$ cat src/rtl/seq_110011_tx_pkg.sv
// Shared types and constants for the 110011-sync serial frame transmitter.
package seq_110011_tx_pkg;

    typedef enum logic [1:0] {
        IDLE = 2'd0,
        SYNC = 2'd1,
        DATA = 2'd2,
        GAP  = 2'd3
    } state_t;

    localparam logic [5:0] SYNC_WORD_DEF = 6'b110011;
    localparam logic [4:0] STUFF_TRIGGER = 5'b11001;
    localparam int         SYNC_LEN      = 6;
    localparam int         HIST_W        = 5;
    localparam int         DATA_W_DEF    = 8;
    localparam int         GAP_LEN_DEF   = 2;

endpackage

$ cat src/rtl/seq_110011_tx.sv
// Serial frame transmitter: sync word, bit-stuffed payload, then an idle gap.
// Stuffing keeps the payload from ever recreating the sync word on the line.
module seq_110011_tx
    import seq_110011_tx_pkg::*;
#(
    parameter logic [5:0] SYNC_WORD = SYNC_WORD_DEF,
    parameter int         DATA_W    = DATA_W_DEF,
    parameter int         GAP_LEN   = GAP_LEN_DEF
) (
    input  logic              clk,
    input  logic              reset,
    input  logic              start,
    input  logic [DATA_W-1:0] data,
    output logic              ready,
    output logic              busy,
    output logic              x,
    output logic              done
);

    localparam int CNT_W = $clog2(DATA_W + 1);
    localparam int GAP_W = (GAP_LEN > 1) ? $clog2(GAP_LEN) : 1;

    state_t              state_q, state_d;
    logic                x_q, x_d;
    logic                done_q, done_d;
    logic [HIST_W-1:0]   hist_q, hist_d;
    logic [DATA_W-1:0]   shreg_q, shreg_d;
    logic [CNT_W-1:0]    bit_cnt_q, bit_cnt_d;
    logic [2:0]          sync_idx_q, sync_idx_d;
    logic [GAP_W-1:0]    gap_cnt_q, gap_cnt_d;

    logic pay_bit;
    logic stuff;
    logic emit_payload;

    assign pay_bit      = shreg_q[DATA_W-1];
    assign stuff        = (hist_q == STUFF_TRIGGER) && pay_bit;
    // The edge ending the last sync bit already emits the first payload bit.
    assign emit_payload = ((state_q == SYNC) && (sync_idx_q == 3'(SYNC_LEN))) ||
                          ((state_q == DATA) && (bit_cnt_q != '0));

    always_comb begin
        // NOTE: every signal gets a default first so no path leaves it unassigned (no latch).
        state_d    = state_q;
        x_d        = 1'b0;
        done_d     = 1'b0;
        hist_d     = hist_q;
        shreg_d    = shreg_q;
        bit_cnt_d  = bit_cnt_q;
        sync_idx_d = sync_idx_q;
        gap_cnt_d  = gap_cnt_q;

        unique case (state_q)
            IDLE: begin
                if (start) begin
                    shreg_d    = data;
                    x_d        = SYNC_WORD[SYNC_LEN-1];
                    hist_d     = {{(HIST_W-1){1'b0}}, SYNC_WORD[SYNC_LEN-1]};
                    sync_idx_d = 3'd1;
                    bit_cnt_d  = CNT_W'(DATA_W);
                    state_d    = SYNC;
                end
            end
            SYNC: begin
                if (sync_idx_q != 3'(SYNC_LEN)) begin
                    x_d        = SYNC_WORD[3'(SYNC_LEN-1) - sync_idx_q];
                    hist_d     = {hist_q[HIST_W-2:0], x_d};
                    sync_idx_d = sync_idx_q + 3'd1;
                end else begin
                    state_d = DATA;
                end
            end
            DATA: begin
                if (bit_cnt_q == '0) begin
                    state_d   = GAP;
                    done_d    = 1'b1;
                    gap_cnt_d = GAP_W'(GAP_LEN - 1);
                end
            end
            GAP: begin
                if (gap_cnt_q == '0) state_d = IDLE;
                else                 gap_cnt_d = gap_cnt_q - GAP_W'(1);
            end
            default: state_d = IDLE;
        endcase

        // A stuffed 0 goes out in place of a 1 that would complete the trigger.
        if (emit_payload) begin
            if (stuff) begin
                x_d = 1'b0;
            end else begin
                x_d       = pay_bit;
                shreg_d   = shreg_q << 1;
                bit_cnt_d = bit_cnt_q - CNT_W'(1);
            end
            hist_d = {hist_q[HIST_W-2:0], x_d};
        end
    end

    always_ff @(posedge clk) begin
        // NOTE: sequential state uses non-blocking assignments so all registers update together.
        if (!reset) begin
            state_q    <= IDLE;
            x_q        <= 1'b0;
            done_q     <= 1'b0;
            hist_q     <= '0;
            shreg_q    <= '0;
            bit_cnt_q  <= '0;
            sync_idx_q <= '0;
            gap_cnt_q  <= '0;
        end else begin
            state_q    <= state_d;
            x_q        <= x_d;
            done_q     <= done_d;
            hist_q     <= hist_d;
            shreg_q    <= shreg_d;
            bit_cnt_q  <= bit_cnt_d;
            sync_idx_q <= sync_idx_d;
            gap_cnt_q  <= gap_cnt_d;
        end
    end

    assign ready = (state_q == IDLE);
    assign busy  = (state_q != IDLE);
    assign x     = x_q;
    assign done  = done_q;

endmodule

$ cat config.mk
export PLATFORM = sky130hd
export DESIGN_NAME = seq_110011_tx
export DESIGN_NICKNAME = d
export VERILOG_FILES = /design/src/rtl/seq_110011_tx_pkg.sv /design/src/rtl/seq_110011_tx.sv
export SDC_FILE = /design/constraint.sdc
export NUM_CORES = 1
export LEC_CHECK = 0
export CORE_ASPECT_RATIO = 0.9
export CORE_UTILIZATION = 59
export CTS_CLUSTER_DIAMETER = 40
export DETAILED_ROUTE_END_ITERATION = 16
export GPL_TIMING_DRIVEN = 0
export PLACE_DENSITY = 0.8
export SLEW_MARGIN = 20
export SYNTH_ARGS = -nofsm -noshare
export SYNTH_HDL_FRONTEND = slang
export SYNTH_SLANG_ARGS = --single-unit
$ cat constraint.sdc
create_clock -name clk -period 2.7 [get_ports clk]
set_clock_uncertainty 0.1 [all_clocks]
set_input_delay 0.405 -clock clk [delete_from_list [all_inputs] [get_ports clk]]
set_output_delay 0.405 -clock clk [all_outputs]
set_load 0.05 [all_outputs]
==> results.md, run 1 <==
- Status: complete, no violations
- Setup violations, final: 0
- Mapped Cells: roughly 160
- Register area share after synthesis: 35.7%
- Count of pins over their slew limit: 0
- Number of synthesized flops with an enable pin: 0
- Vias after detailed routing: 1212
- RSZ-0062 raised after global routing: false
- Drt pass-1 iters: 4
- Final #Nets: 194
- Global Route Usage Sum: 26.5%
- Worst Path Required: between 2000 and 2500 ps
- Gpl congestion: a little under 0.9
- Std-Cell Rows: 16
- Clock H-tree levels: 1
- Post-DP HPWL: between 2000 and 2500 µm
- Input/output buffers: 13
- Achievable Freq: just under 0.4 GHz
- Worst setup SP type: flip-flop
- Initial antenna violation count: 0
- CTS buffer count: 3
- Vias in the first global route: 1083
- Worst hold path class: reg2reg
- DRT Wirelength: 2930 µm
- First DRT Iteration DRCs: 28
- CTS Sinks: 25
- Worst Reg2Reg Path Length in Cells: 7
- CP startpoint: state_q[0]
- Finished Core Util: 72.3%
- Post-synth top cells: 25 x dfxtp_1, 18 x nand2_1, 12 x nand3_1, 11 x nor3_1, 9 x a21oi_1
- IO Pins: 15
- Slew of the pin with the lowest slew margin: around 650 ps
- Hold_buf cts: 0
- Worst skew pair latency: 340 ps
- Root buf cell: clkbuf_4
- Most frequently used flop master after synthesis: dfxtp_1
- Synth Warn #: 0
- Crit path time final: 2510 ps
- Power Dens Cells: 920 nW/µm²
- R2R Setup Slk: 510 ps
- Setup Crit Path Kind: reg2out
- Clock Path Buffers: 2
- Fin area: 1590 µm²
- Die Y: 48.2 µm
- Post-DRT Antenna Nets: 0
- Post-CTS Setup Bufs: 0
- Non-Filler Instances: 202
- Distinct cells, synth: 46
- Final Hold Slack: 392 ps
- Beginning of the worst register-to-register path: state_q[0]
- Final Cycle Share: between 90% and 100%
- Synthesized area per cell: 8.87 µm²
- Maximum number of pins on one net before global-route repair: 15
- Starting Density: 63.6%
- Average wire per standard cell: 14.5 µm
- Cell taking the most area after synthesis: dfxtp_1
- Share of layout cells above drive strength 1: 12.6%
- Peak supply drop: 0.860 mV
- Final Hold Vio Count: 0
- Vias/cell: 6.00
- Max transition margin: 56.8%
- Worst EP arrival: 2010 ps
- Cell with the most instances on the worst path: inv_1
- Leakage: 0.617 nW
- Cells after DPL: 198
- CP endpoint kind: output port
- Most common cell in the netlist: dfxtp_1
- First-pass GRT wire length: 4800 µm
- Critical-path top delay cell: dlygate4sd2_1
- Syn_nets: 176
- Resized Gates After CTS: 1
- Diodes inserted: 0
- Area contributors post-synth: dfxtp_1 36%, a311oi_2 7.5%, ha_1 6.3%
- Slowest cell delay on critical path: roughly 530 ps
- Async SR Flop Fraction: 0%
- Clk pin slew, worst setup/hold paths: 140 ps
- FF-to-FF End: shreg_q[4]
- Min-delay src: hist_q[1]
- FF+latch count, synth: 25
- Layout area overhead: 13.6%
- Area of the mapped netlist: approximately 1400 µm²
- Width of the die: about 53 µm
- Grt ovf: 0
- DRC viols: 0
- Post-DP Area: approximately 1600 µm²
- Setup TNS: 0 ps
- Cells along the critical path: inv_1 -> ha_1 -> clkbuf_1 -> inv_1 -> dlygate4sd2_1
- Max FO, Critical Path: 10
- Crit path to: busy
- Max-cap violations: 0
- Die area: roughly 2600 µm²
- CTS tree: built
- Core ar.: 2200 µm²
- Top cell type's share of synthesized area: 35.7%
[registers in the layout, indices dropped and copies added, names as in the netlist]
register	count
state_q	2
done	1
bit_cnt_q	4
x	1
gap_cnt_q	1
hist_q	5
shreg_q	8
sync_idx_q	3
[logic make-up (layout without fill, tap and decap cells)]
logic type                 Yosys count  count (layout)  share of synthesized area [%]
adders and majority gates            7               7                           6.25
muxes                                3               3                           2.32
AOI/OAI and AO/OA                   39              39                           25.7
and+or+nand+nor                     65              65                           23.1
buffers and inverters               19              36                           6.87
DFF                                 25              25                           35.7
[final cells by class]
type	instances	area, µm²
Inverter	8	30.0
Clock inverter	1	5.00
Buffer	11	66.3
Clock buffer	3	22.5
Multi-Input combinational cell	114	805
Timing Repair Buffer	13	129
Fill cell	181	611
Tap cell	27	33.8
Sequential cell	25	500
[where the power goes]
group	leakage, nW	total (mW)	switching (mW)	internal [mW]
clock network	0.0177	0.176	0.120	0.0558
logic	0.395	0.775	0.469	0.306
registers	0.204	0.513	0.0597	0.453
total	0.617	1.46	0.649	0.815
[worst min-delay path by stage]
stage	to	slack [ps]	cells after the start
after global routing	hist_q[1]	420	2
after CTS	hist_q[1]	390	2
final	hist_q[1]	390	2
after floorplan	hist_q[4]	340	2
after global placement	hist_q[3]	360	2
after detailed placement	hist_q[4]	370	2
[critical path: cells and delay by family, from the launching register on]
| family | cells | cell delay, ps |
|---|---|---|
| flops | 1 | 420 |
| buf+inv | 4 | 1000 |
| fa+ha+maj | 1 | 250 |
[per-layer routing]
layer,GRT usage [%],share of wire (%),vias to the layer above
met1,34.3,50,572
li1,-,-,613
met2,43.3,46,22
met3,6.54,2.8,5
met5,0,0,-
met4,10.0,1.3,0
[stage by stage]
stage                     power [mW]  setup WS (ps)
final                           1.46            185
after global routing            1.57           62.1
after CTS                       1.47            183
after detailed placement        1.30            309
after global placement          1.28            345
after floorplan                 1.12            501
[cells in the final DEF (no fill, tap or decap), types with 2 or more instances in the layout]
cell type and n:
a211o_1 2, nand2_1 18, nand3b_1 2, dfxtp_1 25, clkdlybuf4s50_1 12, a21boi_1 2
o21ai_0 2, and3_1 3, buf_2 2, mux2_2 2, clkbuf_1 6, inv_1 8
nor3_1 11, a21oi_1 9, nor2_1 8, a311oi_2 7, a21boi_0 2, ha_1 7
nand3_1 12, buf_6 3, clkbuf_4 3
(Power assumes the default switching activity.)
==> inputs of run 2 (changes only) <==
Clock period 2.7 ns to 3.2 ns, I/O delays scaled along.
==> run 2 against run 1 <==
Net effect: register-to-register slack better by 500 ps; non-clock buffer count is the same; sequential share of layout area is essentially flat; worst hold slack barely moved; sequential cell count did not move; combinational power down 14%; sequential power decreased by 16%; critical path depth did not move; final cell count unchanged; die area is the same; critical path type unchanged; largest power group unchanged; highest routed layer unchanged.
==> results.md, run 2 (same netlist as run 1, synthesis figures left out) <==
- Status: complete, no violations
- Drt pass-1 iters: 4
- Resized Gates After CTS: 0
- Slew of the pin with the lowest slew margin: 672 ps
- Max transition margin: 55.2%
- Crit path time final: ~2900 ps
- CTS buffer count: 3
- Final Cycle Share: between 80 and 90%
- CP startpoint: state_q[0]
- Layout area overhead: 13.7%
- Root buf cell: clkbuf_4
- Non-Filler Instances: roughly 200
- Max-cap violations: 0
- CTS Sinks: 25
- Starting Density: 63.6%
- Most common cell after layout, fill and taps aside: dfxtp_1
- Input/output buffers: 13
- Maximum number of pins on one net before global-route repair: 15
- Width of the die: 53.4 µm
- Clock Path Buffers: 2
- Area of the multi-input gates: 805 µm²
- Final #Nets: between 150 and 200
- Min-delay src: hist_q[1]
- Clock H-tree levels: 1
- Peak supply drop: 0.729 mV
- Vias in the first global route: 1083
- Worst Path Required: 2620 ps
- Clk pin slew, worst setup/hold paths: 140 ps
- Setup violations, final: 0
- Worst setup SP type: flip-flop
- Vias after detailed routing: 1227
- DRT Wirelength: 2960 µm
- Average wire per standard cell: 14.7 µm
- Beginning of the worst register-to-register path: state_q[0]
- First-pass GRT wire length: 4800 µm
- Final Hold Vio Count: 0
- Max FO, Critical Path: 10
- Total chip power: 1.25 mW
- First DRT Iteration DRCs: 29
- Cells after DPL: 198
- Final Hold Slack: 392 ps
- Setup TNS: 0 ps
- Diodes inserted: 0
- Die Y: 48.2 µm
- Seq. cell area: 500 µm²
- Worst skew pair latency: 340 ps
- Post-DP HPWL: 2120 µm
- Hold_buf cts: 0
- FILL cells: 181
- CTS tree: built
- Gpl congestion: 0.874
- DRC viols: 0
- RSZ-0062 raised after global routing: false
- Post-DRT Antenna Nets: 0
- Grt ovf: 0
- CP endpoint kind: output port
- Setup Crit Path Kind: reg2out
- Die area: 2570 µm²
- Commonest cells after routing, fill and taps aside: 25 x dfxtp_1, 18 x nand2_1, 13 x clkdlybuf4s50_1, 12 x nand3_1, 11 x nor3_1
- Post-CTS Setup Bufs: 0
- Initial antenna violation count: 0
- IO Pins: 15
- Count of pins over their slew limit: 0
- Power Dens Cells: 782 nW/µm²
- Core ar.: 2200 µm²
- Worst hold path class: reg2reg
- Global Route Usage Sum: 26.4%
- Max reg flops: 8
- Biggest regs: shreg_q x8, hist_q x5, bit_cnt_q x4
- Largest register by flop count: shreg_q
- Vias/cell: a little over 6
- Share of layout cells above drive strength 1: 12.6%
- Achievable Freq: 0.347 GHz
- Std-Cell Rows: 16
- Worst EP arrival: 2300 ps
- Leakage: 0.614 nW
-- run 2: final timing paths --
path	end	slack [ps]	cells past startpoint
setup / recovery	busy	320	5
hold / removal	hist_q[1]	390	2
setup reg to reg	shreg_q[4]	1010	7
hold reg to reg	hist_q[1]	390	2
-- run 2: area by class of cell --
cell class                      count  share of cell area (%)
Clock inverter                      1                   0.314
Tap cell                           27                    2.12
Timing Repair Buffer               13                    8.17
Sequential cell                    25                    31.4
Multi-Input combinational cell    114                    50.5
Buffer                             11                    4.16
Clock buffer                        3                    1.41
Inverter                            8                    1.89
-- run 2: metrics by stage --
step           util (%)  instance area, µm²  worst slack (ps)
3_3_place_gp       71.1                1570               770
5_1_grt            72.3                1590               217
2_1_floorplan         -                1400              1000
3_5_place_dp       71.1                1570               734
4_1_cts            72.3                1590               330
6_report           72.3                1590               321
-- run 2: critical path: stages (launching register included) --
cell and delay, ps:
dfxtp_1 420, inv_1 90, ha_1 250, clkbuf_1 250, inv_1 140, clkdlybuf4s50_1 810
-- run 2: metal layers --
layer / global-route usage (%) / vias up / part of all wire (%)
li1: - / 616 / -
met1: 34.3 / 581 / 50
met2: 43.0 / 25 / 46
met3: 6.54 / 5 / 3.2
met4: 10.0 / 0 / 1.2
met5: 0 / - / 0
-- run 2: where the power goes --
group	total (mW)	internal, mW	switching, mW
combinational	0.663	0.264	0.398
sequential	0.433	0.382	0.0506
clock	0.150	0.0471	0.103
